--- src/rtl/wash_panel_pkg.sv ---
// Shared types and defaults for the washing-machine front-panel input stage.
package wash_panel_pkg;

  typedef enum logic [1:0] {
    P_SELECT = 2'd0,
    P_RUN    = 2'd1,
    P_DONE   = 2'd2
  } panel_state_e;

  localparam int DEBOUNCE_CYCLES_DEF = 4;
  localparam int DB_CNT_W_DEF        = 8;

endpackage

--- src/rtl/wash_panel_ctrl_if.sv ---
// Panel <-> washing-machine controller signal bundle; master = panel, slave = controller.
// locked_o exists only when PANEL_CHILD_LOCK_EN is defined.
interface wash_panel_ctrl_if;

  logic start_o;
  logic double_wash_o;
  logic dry_wash_o;
  logic time_pause_o;
  logic door_closed_o;
  logic running_o;
  logic reject_o;
  logic done_i;
  logic error_i;
`ifdef PANEL_CHILD_LOCK_EN
  logic locked_o;
`endif

  modport master (
    output start_o, double_wash_o, dry_wash_o, time_pause_o,
    output door_closed_o, running_o, reject_o,
`ifdef PANEL_CHILD_LOCK_EN
    output locked_o,
`endif
    input  done_i, error_i
  );

  modport slave (
    input  start_o, double_wash_o, dry_wash_o, time_pause_o,
    input  door_closed_o, running_o, reject_o,
`ifdef PANEL_CHILD_LOCK_EN
    input  locked_o,
`endif
    output done_i, error_i
  );

endinterface

--- src/rtl/wash_panel_debounce.sv ---
// 2-flop synchroniser + counting debouncer + rising-edge press pulse for one raw contact.
// Debounced level changes 2 + DEBOUNCE_CYCLES edges after a stable raw change.
module wash_panel_debounce #(
  parameter logic RST_LVL         = 1'b0,
  parameter int   DEBOUNCE_CYCLES = 4,
  parameter int   DB_CNT_W        = 8
) (
  input  logic clk,
  input  logic rst_n,
  input  logic raw_i,
  output logic level_o,
  output logic press_o
);

  logic                sync1_q;
  logic                sync2_q;
  logic                level_q;
  logic                level_d;
  logic                prev_q;
  logic [DB_CNT_W-1:0] cnt_q;
  logic [DB_CNT_W-1:0] cnt_d;

  always_ff @(posedge clk or negedge rst_n) begin
    if (!rst_n) begin
      sync1_q <= RST_LVL;
      sync2_q <= RST_LVL;
      level_q <= RST_LVL;
      prev_q  <= RST_LVL;
      cnt_q   <= '0;
    end else begin
      sync1_q <= raw_i;
      sync2_q <= sync1_q;
      level_q <= level_d;
      prev_q  <= level_q;
      cnt_q   <= cnt_d;
    end
  end

  // Counter runs only while the sample disagrees; any agreeing sample restarts it.
  always_comb begin
    level_d = level_q;
    cnt_d   = '0;
    if (sync2_q != level_q) begin
      if (cnt_q == DB_CNT_W'(DEBOUNCE_CYCLES - 1)) begin
        level_d = ~level_q;
      end else begin
        cnt_d = cnt_q + DB_CNT_W'(1);
      end
    end
  end

  assign level_o = level_q;
  assign press_o = level_q & ~prev_q;

endmodule

--- src/rtl/wash_panel_ctrl.sv ---
// Front-panel stage feeding the washer controller: debounced buttons, option latches, pause, start level.
// Optional child lock under macro PANEL_CHILD_LOCK_EN (adds locked_o, start acts on short-press release).
module wash_panel_ctrl
  import wash_panel_pkg::*;
#(
  parameter int DEBOUNCE_CYCLES  = DEBOUNCE_CYCLES_DEF,
  parameter int DB_CNT_W         = DB_CNT_W_DEF
`ifdef PANEL_CHILD_LOCK_EN
  , parameter int LOCK_HOLD_CYCLES = 16
`endif
) (
  input  logic              clk,
  input  logic              rst_n,
  input  logic              btn_start_raw,
  input  logic              btn_double_raw,
  input  logic              btn_dry_raw,
  input  logic              btn_pause_raw,
  input  logic              door_raw,
  wash_panel_ctrl_if.master ctrl
);

  logic start_lvl,  start_press;
  logic dbl_press,  dry_press, pause_press;
  logic door_lvl;
  logic unused_dbl_lvl, unused_dry_lvl, unused_pause_lvl, unused_door_press;
  logic unused_start;

  wash_panel_debounce #(.RST_LVL(1'b0), .DEBOUNCE_CYCLES(DEBOUNCE_CYCLES), .DB_CNT_W(DB_CNT_W))
    u_db_start (.clk(clk), .rst_n(rst_n), .raw_i(btn_start_raw),
                .level_o(start_lvl), .press_o(start_press));

  wash_panel_debounce #(.RST_LVL(1'b0), .DEBOUNCE_CYCLES(DEBOUNCE_CYCLES), .DB_CNT_W(DB_CNT_W))
    u_db_double (.clk(clk), .rst_n(rst_n), .raw_i(btn_double_raw),
                 .level_o(unused_dbl_lvl), .press_o(dbl_press));

  wash_panel_debounce #(.RST_LVL(1'b0), .DEBOUNCE_CYCLES(DEBOUNCE_CYCLES), .DB_CNT_W(DB_CNT_W))
    u_db_dry (.clk(clk), .rst_n(rst_n), .raw_i(btn_dry_raw),
              .level_o(unused_dry_lvl), .press_o(dry_press));

  wash_panel_debounce #(.RST_LVL(1'b0), .DEBOUNCE_CYCLES(DEBOUNCE_CYCLES), .DB_CNT_W(DB_CNT_W))
    u_db_pause (.clk(clk), .rst_n(rst_n), .raw_i(btn_pause_raw),
                .level_o(unused_pause_lvl), .press_o(pause_press));

  // Door idles closed so the controller never sees a spurious open during reset.
  wash_panel_debounce #(.RST_LVL(1'b1), .DEBOUNCE_CYCLES(DEBOUNCE_CYCLES), .DB_CNT_W(DB_CNT_W))
    u_db_door (.clk(clk), .rst_n(rst_n), .raw_i(door_raw),
               .level_o(door_lvl), .press_o(unused_door_press));

  logic start_ev, dbl_ev, dry_ev, pause_ev;

`ifdef PANEL_CHILD_LOCK_EN
  localparam int HOLD_W = $clog2(LOCK_HOLD_CYCLES + 1);

  logic [HOLD_W-1:0] hold_q, hold_d;
  logic              lock_q, lock_d;
  logic              long_q, long_d;
  logic              start_prev_q;

  always_ff @(posedge clk or negedge rst_n) begin
    if (!rst_n) begin
      hold_q       <= '0;
      lock_q       <= 1'b0;
      long_q       <= 1'b0;
      start_prev_q <= 1'b0;
    end else begin
      hold_q       <= hold_d;
      lock_q       <= lock_d;
      long_q       <= long_d;
      start_prev_q <= start_lvl;
    end
  end

  // A press cannot be classified as short or long until it ends, so start fires on release.
  always_comb begin
    hold_d   = hold_q;
    lock_d   = lock_q;
    long_d   = long_q;
    start_ev = 1'b0;
    if (start_lvl) begin
      if (!long_q) begin
        if (hold_q == HOLD_W'(LOCK_HOLD_CYCLES - 1)) begin
          lock_d = ~lock_q;
          long_d = 1'b1;
          hold_d = '0;
        end else begin
          hold_d = hold_q + HOLD_W'(1);
        end
      end
    end else begin
      hold_d   = '0;
      long_d   = 1'b0;
      start_ev = start_prev_q & ~long_q & ~lock_q;
    end
  end

  assign dbl_ev        = dbl_press & ~lock_q;
  assign dry_ev        = dry_press & ~lock_q;
  assign pause_ev      = pause_press;
  assign unused_start  = start_press;
  assign ctrl.locked_o = lock_q;
`else
  assign start_ev     = start_press;
  assign dbl_ev       = dbl_press;
  assign dry_ev       = dry_press;
  assign pause_ev     = pause_press;
  assign unused_start = start_lvl;
`endif

  panel_state_e state_q, state_d;
  logic         dbl_q,    dbl_d;
  logic         dry_q,    dry_d;
  logic         pause_q,  pause_d;
  logic         reject_q, reject_d;
  logic         done_q;
  logic         done_rise;

  always_ff @(posedge clk or negedge rst_n) begin
    if (!rst_n) begin
      state_q  <= P_SELECT;
      dbl_q    <= 1'b0;
      dry_q    <= 1'b0;
      pause_q  <= 1'b0;
      reject_q <= 1'b0;
      done_q   <= 1'b0;
    end else begin
      state_q  <= state_d;
      dbl_q    <= dbl_d;
      dry_q    <= dry_d;
      pause_q  <= pause_d;
      reject_q <= reject_d;
      done_q   <= ctrl.done_i;
    end
  end

  // done is tracked in every state so a still-high done after re-arming is not an edge.
  assign done_rise = ctrl.done_i & ~done_q;

  always_comb begin
    state_d  = state_q;
    dbl_d    = dbl_q;
    dry_d    = dry_q;
    pause_d  = pause_q;
    reject_d = 1'b0;
    case (state_q)
      P_RUN: begin
        if (done_rise) begin
          state_d = P_DONE;
          pause_d = 1'b0;
        end else if (ctrl.error_i) begin
          pause_d = 1'b0;
        end else if (pause_ev) begin
          pause_d = ~pause_q;
        end
      end
      P_SELECT, P_DONE: begin
        pause_d = 1'b0;
        if (dbl_ev) dbl_d = ~dbl_q;
        if (dry_ev) dry_d = ~dry_q;
        if (start_ev) begin
          if (door_lvl) state_d  = P_RUN;
          else          reject_d = 1'b1;
        end
      end
      default: state_d = P_SELECT;
    endcase
  end

  // Decoding start from the state register lets async reset drop it immediately.
  assign ctrl.start_o       = (state_q == P_RUN);
  assign ctrl.running_o     = (state_q == P_RUN);
  assign ctrl.double_wash_o = dbl_q;
  assign ctrl.dry_wash_o    = dry_q;
  assign ctrl.time_pause_o  = pause_q;
  assign ctrl.reject_o      = reject_q;
  assign ctrl.door_closed_o = door_lvl;

endmodule

--- src/flat_wrapper.sv ---
// flat-port wrapper written by rule: the top's interface ports become plain ports
module wash_panel_ctrl_flat import wash_panel_pkg::*;
#(
  parameter int DEBOUNCE_CYCLES  = DEBOUNCE_CYCLES_DEF,
  parameter int DB_CNT_W         = DB_CNT_W_DEF

)
  (clk, rst_n, btn_start_raw, btn_double_raw, btn_dry_raw, btn_pause_raw, door_raw, ctrl_start_o, ctrl_double_wash_o, ctrl_dry_wash_o, ctrl_time_pause_o, ctrl_door_closed_o, ctrl_running_o, ctrl_reject_o, ctrl_done_i, ctrl_error_i);
  wash_panel_ctrl_if ctrl_i ();
  input  logic clk;
  input  logic rst_n;
  input  logic btn_start_raw;
  input  logic btn_double_raw;
  input  logic btn_dry_raw;
  input  logic btn_pause_raw;
  input  logic door_raw;
  output wire logic [$bits(ctrl_i.start_o)-1:0] ctrl_start_o;
  output wire logic [$bits(ctrl_i.double_wash_o)-1:0] ctrl_double_wash_o;
  output wire logic [$bits(ctrl_i.dry_wash_o)-1:0] ctrl_dry_wash_o;
  output wire logic [$bits(ctrl_i.time_pause_o)-1:0] ctrl_time_pause_o;
  output wire logic [$bits(ctrl_i.door_closed_o)-1:0] ctrl_door_closed_o;
  output wire logic [$bits(ctrl_i.running_o)-1:0] ctrl_running_o;
  output wire logic [$bits(ctrl_i.reject_o)-1:0] ctrl_reject_o;
  input wire logic [$bits(ctrl_i.done_i)-1:0] ctrl_done_i;
  input wire logic [$bits(ctrl_i.error_i)-1:0] ctrl_error_i;
  assign ctrl_start_o = ctrl_i.start_o;
  assign ctrl_double_wash_o = ctrl_i.double_wash_o;
  assign ctrl_dry_wash_o = ctrl_i.dry_wash_o;
  assign ctrl_time_pause_o = ctrl_i.time_pause_o;
  assign ctrl_door_closed_o = ctrl_i.door_closed_o;
  assign ctrl_running_o = ctrl_i.running_o;
  assign ctrl_reject_o = ctrl_i.reject_o;
  assign ctrl_i.done_i = ctrl_done_i;
  assign ctrl_i.error_i = ctrl_error_i;
  wash_panel_ctrl #(.DEBOUNCE_CYCLES(DEBOUNCE_CYCLES), .DB_CNT_W(DB_CNT_W)) u_core (.clk(clk), .rst_n(rst_n), .btn_start_raw(btn_start_raw), .btn_double_raw(btn_double_raw), .btn_dry_raw(btn_dry_raw), .btn_pause_raw(btn_pause_raw), .door_raw(door_raw), .ctrl(ctrl_i));
endmodule
--- config.mk ---
export PLATFORM = sky130hd
export DESIGN_NAME = wash_panel_ctrl_flat
export DESIGN_NICKNAME = d
export VERILOG_FILES = /design/src/rtl/wash_panel_pkg.sv /design/src/rtl/wash_panel_ctrl_if.sv /design/src/rtl/wash_panel_debounce.sv /design/src/rtl/wash_panel_ctrl.sv /design/src/flat_wrapper.sv
export SDC_FILE = /design/constraint.sdc
export NUM_CORES = 1
export LEC_CHECK = 0
export BUFFER_PORTS_ARGS = -buffer_cell sky130_fd_sc_hd__clkbuf_2
export CELL_PAD_IN_SITES_DETAIL_PLACEMENT = 1
export CELL_PAD_IN_SITES_GLOBAL_PLACEMENT = 1
export CORE_MARGIN = 1
export CORE_UTILIZATION = 52
export DETAILED_ROUTE_END_ITERATION = 8
export HOLD_SLACK_MARGIN = 0.1
export PLACE_DENSITY = 0.89
export SYNTH_ARGS = -nofsm -noshare
export SYNTH_HDL_FRONTEND = slang
export SYNTH_SLANG_ARGS = --single-unit
--- constraint.sdc ---
create_clock -name clk -period 2.9 [get_ports clk]
set_input_delay 0.145 -clock clk [delete_from_list [all_inputs] [get_ports clk]]
set_output_delay 0.145 -clock clk [all_outputs]
set_load 0.02 [all_outputs]
# Word level (Yosys, flattened, before mapping)
# Index checks and enable logic that the tools add are counted.
# totals
out_inout_bits	7
register_bits	66
input_bits	9
word_cells	102
# classes
n_bitwise	18
mux	21
add_sub_neg	5
reduce_logical	12
n_eq_ne	16
# op_table
cell	n
$mux 8	10
$add 8x1->8 const B	5
$eq 8x2->1 const B	5
$reduce_and 2->1	8
$not 1->1	13
$mux 1	6
$mux 2	3
$and 1x1->1	5
$ne 1x1->1	5
$ne 2x1->1 const B	2
$ne 4x1->1 const B	1
$pmux 2 s2	1
$reduce_and 3->1	1
$eq 2x1->1 const B	1
$eq 2x2->1 const B	1
$logic_not 2->1	1
$ne 2x2->1 const B	1
$pmux 1 s2	1
$reduce_bool 2->1	1
$reduce_or 2->1	1

# Logic depth before layout (Yosys ltp)
# Gate-level depths: netlist of the first run.
# logic_depth
ltp_word	6
depth_mapped	5
depth_no_buf	5

# Hierarchy
# Synthesis of the first run repeated with hierarchy kept, for this count alone.
# unflattened
cells_unflattened	256
hier_area_um2	2921.6
# by_module_without_submodules
mod	cells_each	seq_area_each_um2	n_inst	area_per_inst_um2
wash_panel_debounce at u_core.u_db_double ...	46	300.3	4	524.3
wash_panel_debounce at u_core.u_db_door	46	305.3	1	529.3
wash_panel_ctrl	26	175.2	1	295.3

# Worst setup path before layout of the first run
# Ideal clock, no wire load.
# synth_timing
path_kind	reg-to-reg
from	register u_core.u_db_double.cnt_q[0]
to	register u_core.u_db_double.level_q (netlist: u_core.u_db_double.level_o)
setup_time_ns	0.127
path_buffers	0
stages_incl_launch_ff	5
required_time_ns	2.773
path_slack_ns	1.619
t_arrival_ns	1.153
cell_sequence	dfrtp_1 -> ha_1 -> nor4b_2 -> nand2_1 -> mux2_1
# synth_via
elab_chain_cells	2
# synth_rtl
item	line_no	source
from (decl)	wash_panel_debounce.sv:20	logic [DB_CNT_W-1:0] cnt_q;
from (signal assigned)	wash_panel_debounce.sv:35	cnt_q <= cnt_d;
$eq 8x2->1	wash_panel_debounce.sv:44	if (cnt_q == DB_CNT_W'(DEBOUNCE_CYCLES - 1)) begin
$reduce_and 2->1 (no line)	-	
to (signal assigned)	wash_panel_debounce.sv:33	level_q <= level_d;
to (decl)	wash_panel_debounce.sv:17	logic level_q;
# No other way between the ends.
# A chain may end at the register's enable or synchronous reset.

# Worst setup path in the final report of the first run
# layout_timing
from	register u_core.state_q[0]
to	output ctrl_start_o
# layout_via
elab_chain_cells	1
# layout_rtl
item	line_no	source
from (decl)	wash_panel_ctrl.sv:109	panel_state_e state_q, state_d;
from (signal assigned)	wash_panel_ctrl.sv:126	state_q <= state_d;
$eq 2x1->1	wash_panel_ctrl.sv:169	assign ctrl.start_o = (state_q == P_RUN);
to (decl)	flat_wrapper.sv:17	output wire logic [$bits(ctrl_i.start_o)-1:0] ctrl_start_o;
# No other way between the ends.

==> results.cfg, run 1 <==
[timing]
worst_slew_margin_rel_pct = 41.65
finalHoldViolCount = 0
tightestPinTransition_ns = 0.8752
finClkSkew_ns = 0.01494
post-route-period-util_pct = 52.53
fmax_mhz = 656.4
layout_min_cycle_time_ns = 1.523
slew_viol_final = 0
setup_violations = 0
tns_ns = 0
rsz0062_at_grt = false

[synth]
yosys-top-cells-area = dfrtp_1 (56%), xor2_1 (6.5%), nor2_1 (4.7%)
synth_seq_cells = 66
synth_area_sq_um = 2814
synth_fp_nets = 256
synth.avg_cell_area_sq_um = 11.87
synth-edff-count = 0
yosysWarnings = 0
ys.flop_type = dfrtp_1
synth_top_area_cell = dfrtp_1
synth.top_cell.area_share_pct = 56.02
synth-seq-area-share_pct = 58.83
synth_cell_types = 28
async_flop_share_pct = 100.0
synth_cells = 237

[global_route]
antenna_found_initial = 0
gr-usage-all-layers_pct = 23.52
grt_first_pass_wirelength_mm = 9.439
grt_overflow = 0
grt_pass1_vias = 1991
grt_max_degree = 40

[floorplanning]
die_area_sq_um = 5709
core_region_area_sq_um = 5172
start_util_pct = 54.40
die_w_um = 75.56
rows = 26
fp.dieH_um = 75.56
io_pins = 16

[clock_network]
root_buffer = clkbuf_8
clock_latency_ns = 0.34
cts_resized = 0
clkTransAtPathRegs_ns = 0.07
htreeDepth = 3
numCtsBuffers = 9
cts_tree = done
clock_sinks = 66
cts_buffer_depth = 2

[worst_setup_path]
end_kind = primary output
cp_data_required_time_ns = 2.76
arrival_ns = 1.38
critical-path-top-delay-family = flip-flops
critPathKind = flip-flop to primary output
cp_max_fo = 6
critPathMaxStageDelay_ns = 0.44
cp_slowest_cell = dfrtp_1
critPathBufInv = 1
crit_path_cell_trace = nor2b_1 -> clkbuf_2
start_kind = flip-flop

[route]
wire_per_inst_um = 17.09
top_layer_used = met4
met2_length_mm = 3.084
wl_met1_mm = 2.630
wl_mm = 5.913
vias = 1814
dr.pass1.iters = 4
viasPerCell = 5.243
drtIter0Drc = 142
ant_nets = 0
drc = 0
dr_wl_met3_um = 107

[finish]
final_common_cell = dfrtp_1
post-route-util_pct = 62.84
final_cell_mix = dfrtp_1 (63), nor2_1 (35), xor2_1 (21), nand3_1 (19), nand2_1 (16)
nets = 290
diodes = 0
fin_cells = 346
drive_above_1_share_pct = 17.03
syn2layout_area_growth_pct = 15.52

[placement]
dp.cells = 323
dp_hpwl_mm = 4.082
place_congestion = 0.7854
port_buffers = 15

[power_and_ir_drop]
p_leak_nw = 1.521
power_switching_mw = 0.9216
power.share.clock_pct = 28.2
p_comb_share_pct = 22.8
intPower_mw = 1.783
p_seq_share_pct = 49.0
irDropWorstVdd_mv = 0.3687
netSwitchingFraction_pct = 34.07
powerDensity_nw_per_um2 = 832.1

[run_status]
status = complete, no violations

[worst_hold_path]
worstHoldPathType = primary input to flip-flop

[job]
cap_violations = 0
==> routing by layer <==
layer	track usage (%)	vias to the layer above
li1	-	860
met1	28.53	920
met2	39.88	26
met3	4.365	8
met4	12.76	0
met5	0	-
==> repair_timing <==
item	CTS	global route
setup buffers	0	0
hold buffers	7	0
hold endpoints to repair	40	0
==> final cells by class <==
| cell class | count | area (sq um) |
|---|---|---|
| clock inverter | 5 | 55.05 |
| inverter | 2 | 7.507 |
| timing repair buffer | 24 | 160.2 |
| sequential | 66 | 1655 |
| tap | 70 | 87.58 |
| fill | 541 | 1922 |
| multi-input combinational | 168 | 1144 |
| clock buffer | 11 | 141.4 |
==> cell usage after synthesis, types with 4 or more instances <==
master    count
and3_1       11
dfrtp_1      63
ha_1         10
nand2_1      16
nand2b_1      4
nand3_1      19
nor2_1       35
nor3_1        5
nor4b_2       5
xnor2_1      14
xor2_1       21
==> stage by stage <==
step	power [mW]	setup slack, ns	instance area, sq um	hold slack (ns)
global placement	1.867	1.574	2984	0.2342
global route	2.858	1.272	3251	0.1303
CTS	2.734	1.337	3251	0.1122
floorplan	1.701	1.619	2814	-0.1506
finish	2.705	1.377	3251	0.1302
detailed placement	1.934	1.450	2984	0.2459
==> logic make-up (layout without fill, tap and decap cells) <==
logic type	count (synthesis)	in the layout	synth area share, %
flops	66	66	58.83
xor+xnor	35	35	10.89
buf+inv	3	42	0.5338
simple gates	111	111	21.34
mux	6	6	2.668
fa+ha+maj	10	10	4.446
compound gates	6	6	1.290
==> tightest hold or removal path, stage by stage <==
cell	delay, ns
clkbuf_2	0.09
nand3b_1	0.11
a21boi_0	0.08
==> state kept, by name, summed over array words and instances (netlist names), 2 cells and up <==
name / flops
u_core.u_db_door.cnt_q: 8
u_core.u_db_double.cnt_q: 8
u_core.u_db_dry.cnt_q: 8
u_core.u_db_pause.cnt_q: 8
u_core.u_db_start.cnt_q: 8
u_core.state_q: 2
==> power groups by stage <==
stage               sequential [mW]  clock (mW)  combinational [mW]
global placement               1.31           0               0.561
CTS                            1.32       0.785               0.626
finish                         1.32       0.763               0.617
global route                   1.35       0.821               0.685
detailed placement             1.33           0               0.604
floorplan                      1.31           0               0.395
==> final timing paths <==
kind | start | end | slack (ns) | depth (start not counted)
max | u_core.state_q[0] | ctrl_start_o | 1.38 | 2
min | ctrl_error_i | u_core.ctrl.time_pause_o | 0.13 | 3
max reg2reg | u_core.u_db_double.cnt_q[0] | u_core.u_db_double.level_o | 1.41 | 4
min reg2reg | u_core.u_db_dry.sync1_q | u_core.u_db_dry.sync2_q | 0.35 | 0
max in group asynchronous | rst_n | u_core.u_db_double.level_o | 1.63 | 3
min in group asynchronous | rst_n | u_core.u_db_start.cnt_q[3] | 0.45 | 2
(Power assumes the default switching activity.)
==> inputs of run 2 (changes only) <==
ABC_AREA = 1   (was unset)
CORE_UTILIZATION = 46   (was 52)
PLACE_DENSITY = 0.84   (was 0.89)
clock period = 1.5 ns   (was 2.9 ns; I/O delays follow)
==> run 2 against run 1 <==
Effect of this change:
- combinational power grew 98%
- non-clock buffer count is the same
- register-to-register slack lost 1.2 ns
- total power grew 97%
- sequential share of layout area shrank 3.6 points
- setup slack lost 1.2 ns
- largest cell class unchanged
- critical path depth grew 1
- clock skew shrank 0.010 ns
==> results.cfg, run 2 <==
[synth]
yosysWarnings = 0
ys.flop_type = dfrtp_1
synth-seq-area-share_pct = 54.85
synth_top_area_cell = dfrtp_1
synth-xor-area-share_pct = 6.385
synth.top_cell.area_share_pct = 52.24
synth_common_cells = nand2_1 (77), dfrtp_1 (63), nor2_1 (51)
synth_cells = 333
synth.avg_cell_area_sq_um = 9.063
synth_area_sq_um = 3018
synth_seq_cells = 66
synth_most_common_cell = nand2_1
synth-edff-count = 0
synth-simple-area-share_pct = 27.20
synth_compound_area_share_pct = 2.570
async_flop_share_pct = 100.0
yosys-top-cells-area = dfrtp_1 (52%), nand2_1 (9.6%), nor2_1 (6.3%)
synth_fp_nets = 352
muxShareOfSynthArea_pct = 0
synth_cell_types = 20
synth_top_family_by_area = simple AND/OR/NAND/NOR gates
synth-adder-area-share_pct = 4.146

[worst_setup_path]
critical-path-top-delay-family = flip-flops
arrival_ns = 1.25
end_kind = primary output
crit_path_cell_trace = inv_2 -> nor2_2 -> clkbuf_2
crit_start = u_core.state_q[0]
rrSetupSlack_ns = 0.19
r2r_start = u_core.u_db_door.cnt_q[0]
critPathBufInv = 2
critPathMaxStageDelay_ns = 0.43
critPathKind = flip-flop to primary output
cp_data_required_time_ns = 1.42
start_kind = flip-flop
cp_max_fo = 6
cp_slowest_cell = dfrtp_1

[global_route]
antenna_found_initial = 0
gr-usage-all-layers_pct = 20.75
grt_first_pass_wirelength_mm = 11.29
grt_max_degree = 67
grt_pass1_vias = 2500
grt_overflow = 0

[power_and_ir_drop]
netSwitchingFraction_pct = 33.81
irDropWorstVdd_mv = 0.6937
power_switching_mw = 1.805
power.share.clock_pct = 30.5
p_seq_share_pct = 46.7
p_leak_nw = 1.674
powerDensity_nw_per_um2 = 1528
intPower_mw = 3.535
p_comb_share_pct = 22.8

[timing]
setup_violations = 0
finalHoldViolCount = 0
tightestPinTransition_ns = 0.3576
post-route-period-util_pct = 88.66
finClkSkew_ns = 0.004790
slew_viol_final = 0
rsz0062_at_grt = false
worst_slew_margin_rel_pct = 76.16
fmax_mhz = 751.9
layout_min_cycle_time_ns = 1.330
tns_ns = 0

[floorplanning]
io_pins = 16
core_region_area_sq_um = 6350
die_w_um = 83.00
rows = 29
fp.dieH_um = 83.00
start_util_pct = 47.53
die_area_sq_um = 6888

[route]
wl_mm = 6.307
drtIter0Drc = 98
dr.pass1.iters = 4
drc = 0
wire_per_inst_um = 14.05
viasPerCell = 4.964
vias = 2229
ant_nets = 0

[finish]
final_cell_mix = nand2_1 (77), dfrtp_1 (63), nor2_1 (51), inv_1 (34), nand3_1 (20)
nets = 386
fin_cells = 449
drive_above_1_share_pct = 16.13
final_common_cell = nand2_1
syn2layout_area_growth_pct = 15.80
diodes = 0
n_fill_cell = 733

[placement]
dp_hpwl_mm = 4.300
dp.cells = 425
port_buffers = 15
place_congestion = 0.7413

[clock_network]
clock_latency_ns = 0.34
post_cts_buffers = 0
numCtsBuffers = 9
clock_sinks = 66
htreeDepth = 3
cts_tree = done
cts_buffer_depth = 2
clkTransAtPathRegs_ns = 0.07
root_buffer = clkbuf_8

[worst_hold_path]
worstHoldPathType = primary input to asynchronous set/reset pin

[run_status]
status = complete, no violations

[job]
cap_violations = 0
==> run 2: timing repair <==
action / in CTS / in global routing
hold buffers: 8 / 0
gates resized for setup: 0 / 0
endpoints found under the hold margin: 74 / 0
==> run 2: final timing paths <==
path / to / depth (start not counted)
min reg2reg: u_core.u_db_double.sync2_q / 0
min: u_core.u_db_door.cnt_q[2] / 3
max reg2reg: u_core.u_db_door.cnt_q[0] / 6
max in group asynchronous: u_core.u_db_pause.cnt_q[4] / 3
min in group clk: u_core.u_db_double.sync2_q / 0
max: ctrl_start_o / 3
==> run 2: worst min-delay path, cell delays in order <==
cell and delay (ns):
dlygate4sd3_1 0.52, buf_2 0.12, buf_12 0.30
==> run 2: metrics by stage <==
step / utilization [%] / hold WS (ns) / worst slack (ns) / power (mW) / instance area (sq um)
after CTS: 55.03 / 0.2762 / 0.1646 / 5.417 / 3495
after global placement: 50.42 / 0.1170 / 0.3086 / 3.603 / 3202
after floorplan: - / -0.2206 / 0.3845 / 3.282 / 3018
final: 55.03 / 0.2660 / 0.1701 / 5.340 / 3495
after global routing: 55.03 / 0.3020 / 0.04139 / 5.667 / 3495
after detailed placement: 50.42 / 0.1168 / 0.2102 / 3.722 / 3202
==> run 2: power by group through the flow <==
stage / combinational, mW / sequential (mW) / clock [mW]
5_1_grt: 1.39 / 2.54 / 1.74
3_5_place_dp: 1.20 / 2.52 / 0
4_1_cts: 1.25 / 2.50 / 1.67
6_report: 1.22 / 2.49 / 1.63
2_1_floorplan: 0.774 / 2.51 / 0
3_3_place_gp: 1.11 / 2.49 / 0
==> run 2: final cells by class <==
type	count	area [sq um]	share of cell area [%]
inverters	37	138.9	3.974
clock inverters	2	60.06	1.719
clock buffers	14	152.6	4.368
well taps	77	96.34	2.757
flip-flops and latches	66	1655	47.37
multi-input cells	229	1216	34.80
repair buffers	24	175.2	5.013
==> run 2: cells by family (layout without fill, tap and decap cells) <==
family / count (synthesis) / count (layout)
and+or+nand+nor: 184 / 184
adders and majority gates: 10 / 10
buffers and inverters: 38 / 77
AOI/OAI and AO/OA: 13 / 13
xor gates and xnor gates: 22 / 22
DFF: 66 / 66
==> run 2: metal layers <==
layer	global-route usage (%)	wire length (um)	up-vias
met5	0	0	-
met4	9.248	130	0
met3	4.274	131	9
met2	35.47	3229	21
met1	25.33	2815	1100
li1	-	-	1099
==> inputs of run 3 (changes only) <==
CELL_PAD_IN_SITES_DETAIL_PLACEMENT = 0   (was 1)
==> run 3 against run 2 <==
Effect of this change:
- wire length shrank 22%
- total power shrank 3.9%
- final area shrank 0.25%
- combinational power shrank 7%
- via count shrank 4.9%
- count of clock-buffer cells in the layout shrank 1
- flip-flop and latch count is the same
- utilization shrank 0.14 points
- setup slack gained 0.011 ns
- clock skew grew 0.0049 ns
- global-route usage shrank 4.1 points
- largest power group unchanged
==> results.cfg, run 3 (synthesis gave the netlist of run 2 again) <==
[floorplanning]
fp.dieH_um = 83.00
die_w_um = 83.00
rows = 29
core_region_area_sq_um = 6350
start_util_pct = 47.53
die_area_sq_um = 6888
io_pins = 16

[global_route]
grt_max_degree = 67
grt_first_pass_wirelength_mm = 9.121
grt_overflow = 0
grt_pass1_vias = 2138
antenna_found_initial = 0
gr-usage-all-layers_pct = 16.67

[worst_setup_path]
cp_data_required_time_ns = 1.42
start_kind = flip-flop
end_kind = primary output
cp_max_fo = 6
cp_slowest_cell = dfrtp_1
critPathKind = flip-flop to primary output
crit_path_cell_trace = inv_2 -> nor2_2 -> clkbuf_2
arrival_ns = 1.24
critPathMaxStageDelay_ns = 0.43

[finish]
final_common_cell = nand2_1
syn2layout_area_growth_pct = 15.51
diodes = 0
fin_cells = 448
nets = 386
drive_above_1_share_pct = 16.71
final_cell_mix = nand2_1 (77), dfrtp_1 (63), nor2_1 (51), inv_1 (34), nand3_1 (20)
n_fill_cell = 603
final_area_sq_um = 3486
post-route-util_pct = 54.90

[timing]
finClkSkew_ns = 0.009710
setup_slack_ns = 0.1816
layout_min_cycle_time_ns = 1.318
tns_ns = 0
slew_viol_final = 0
post-route-period-util_pct = 87.89
setup_violations = 0
fmax_mhz = 758.5
tightestPinTransition_ns = 0.3359
hold_ws_ns = 0.2842
worst_slew_margin_rel_pct = 77.61
finalHoldViolCount = 0
rsz0062_at_grt = false

[route]
dr.pass1.iters = 4
top_layer_used = met4
viasPerCell = 4.732
wire_per_inst_um = 10.98
ant_nets = 0
dr_wl_met3_um = 112
met2_length_mm = 2.133
vias = 2120
wl_mm = 4.917
drtIter0Drc = 50
drc = 0
wl_met1_mm = 2.554

[power_and_ir_drop]
irDropWorstVdd_mv = 0.7977
totalPowerFinal_mw = 5.130
powerDensity_nw_per_um2 = 1472
p_leak_nw = 1.675

[placement]
place_area_sq_um = 3202
port_buffers = 15
place_congestion = 0.7413
pre_cts_slack_ns = 0.2070
dp_hpwl_mm = 3.473
dp.cells = 425

[clock_network]
clkTransAtPathRegs_ns = 0.07
root_buffer = clkbuf_8
cts_tree = done
numCtsBuffers = 9
cts_buffer_depth = 2
clock_sinks = 66
cts_resized = 0
htreeDepth = 3
clock_latency_ns = 0.33

[job]
cap_violations = 0

[worst_hold_path]
worstHoldPathType = primary input to asynchronous set/reset pin

[run_status]
status = complete, no violations
-- run 3: cell count changes in the layout (fill, tap and decap cells not counted), sizes merged --
cell    previous run  this run
clkbuf            28        27
clkinv             0         1
bufinv             2         1
-- run 3: final timing paths --
check	end	from	depth (start not counted)	slack, ns
setup / recovery	ctrl_running_o	u_core.state_q[0]	3	0.18
min in group clk	u_core.u_db_double.sync2_q	u_core.u_db_double.sync1_q	0	0.36
max in group asynchronous	u_core.u_db_door.sync1_q	rst_n	3	0.91
hold / removal	u_core.u_db_door.cnt_q[6]	rst_n	3	0.28
setup reg to reg	u_core.u_db_door.cnt_q[0]	u_core.u_db_door.cnt_q[0]	6	0.20
hold reg to reg	u_core.u_db_double.sync2_q	u_core.u_db_double.sync1_q	0	0.36
-- run 3: layout make-up --
type / count / area, sq um / share of cell area [%]
flip-flops and latches: 66 / 1655 / 47.49
clock buffers: 13 / 168.9 / 4.846
inverters: 37 / 138.9 / 3.984
repair buffers: 24 / 175.2 / 5.025
clock inverters: 2 / 35.03 / 1.005
multi-input cells: 229 / 1216 / 34.89
well taps: 77 / 96.34 / 2.764
-- run 3: power breakdown --
| part | switching (mW) | internal, mW |
|---|---|---|
| clock network | 0.624 | 0.893 |
| logic | 0.729 | 0.410 |
| registers | 0.341 | 2.13 |
| total | 1.69 | 3.44 |
-- run 3: critical path, delay by kind of cell (launching register included) --
family / cells / cell delay, ns
DFF: 1 / 0.43
buffers and inverters: 2 / 0.30
and+or+nand+nor: 1 / 0.18
-- run 3: metal layers --
metal	vias to the layer above	track usage [%]
met4	0	8.934
met3	11	3.579
met5	-	0
met2	19	26.01
met1	993	21.81
li1	1097	-
-- run 3: repair_timing --
item | in CTS | in global routing
endpoints found under the hold margin | 75 | 0
setup buffers | 0 | 0
hold buffers | 8 | 0
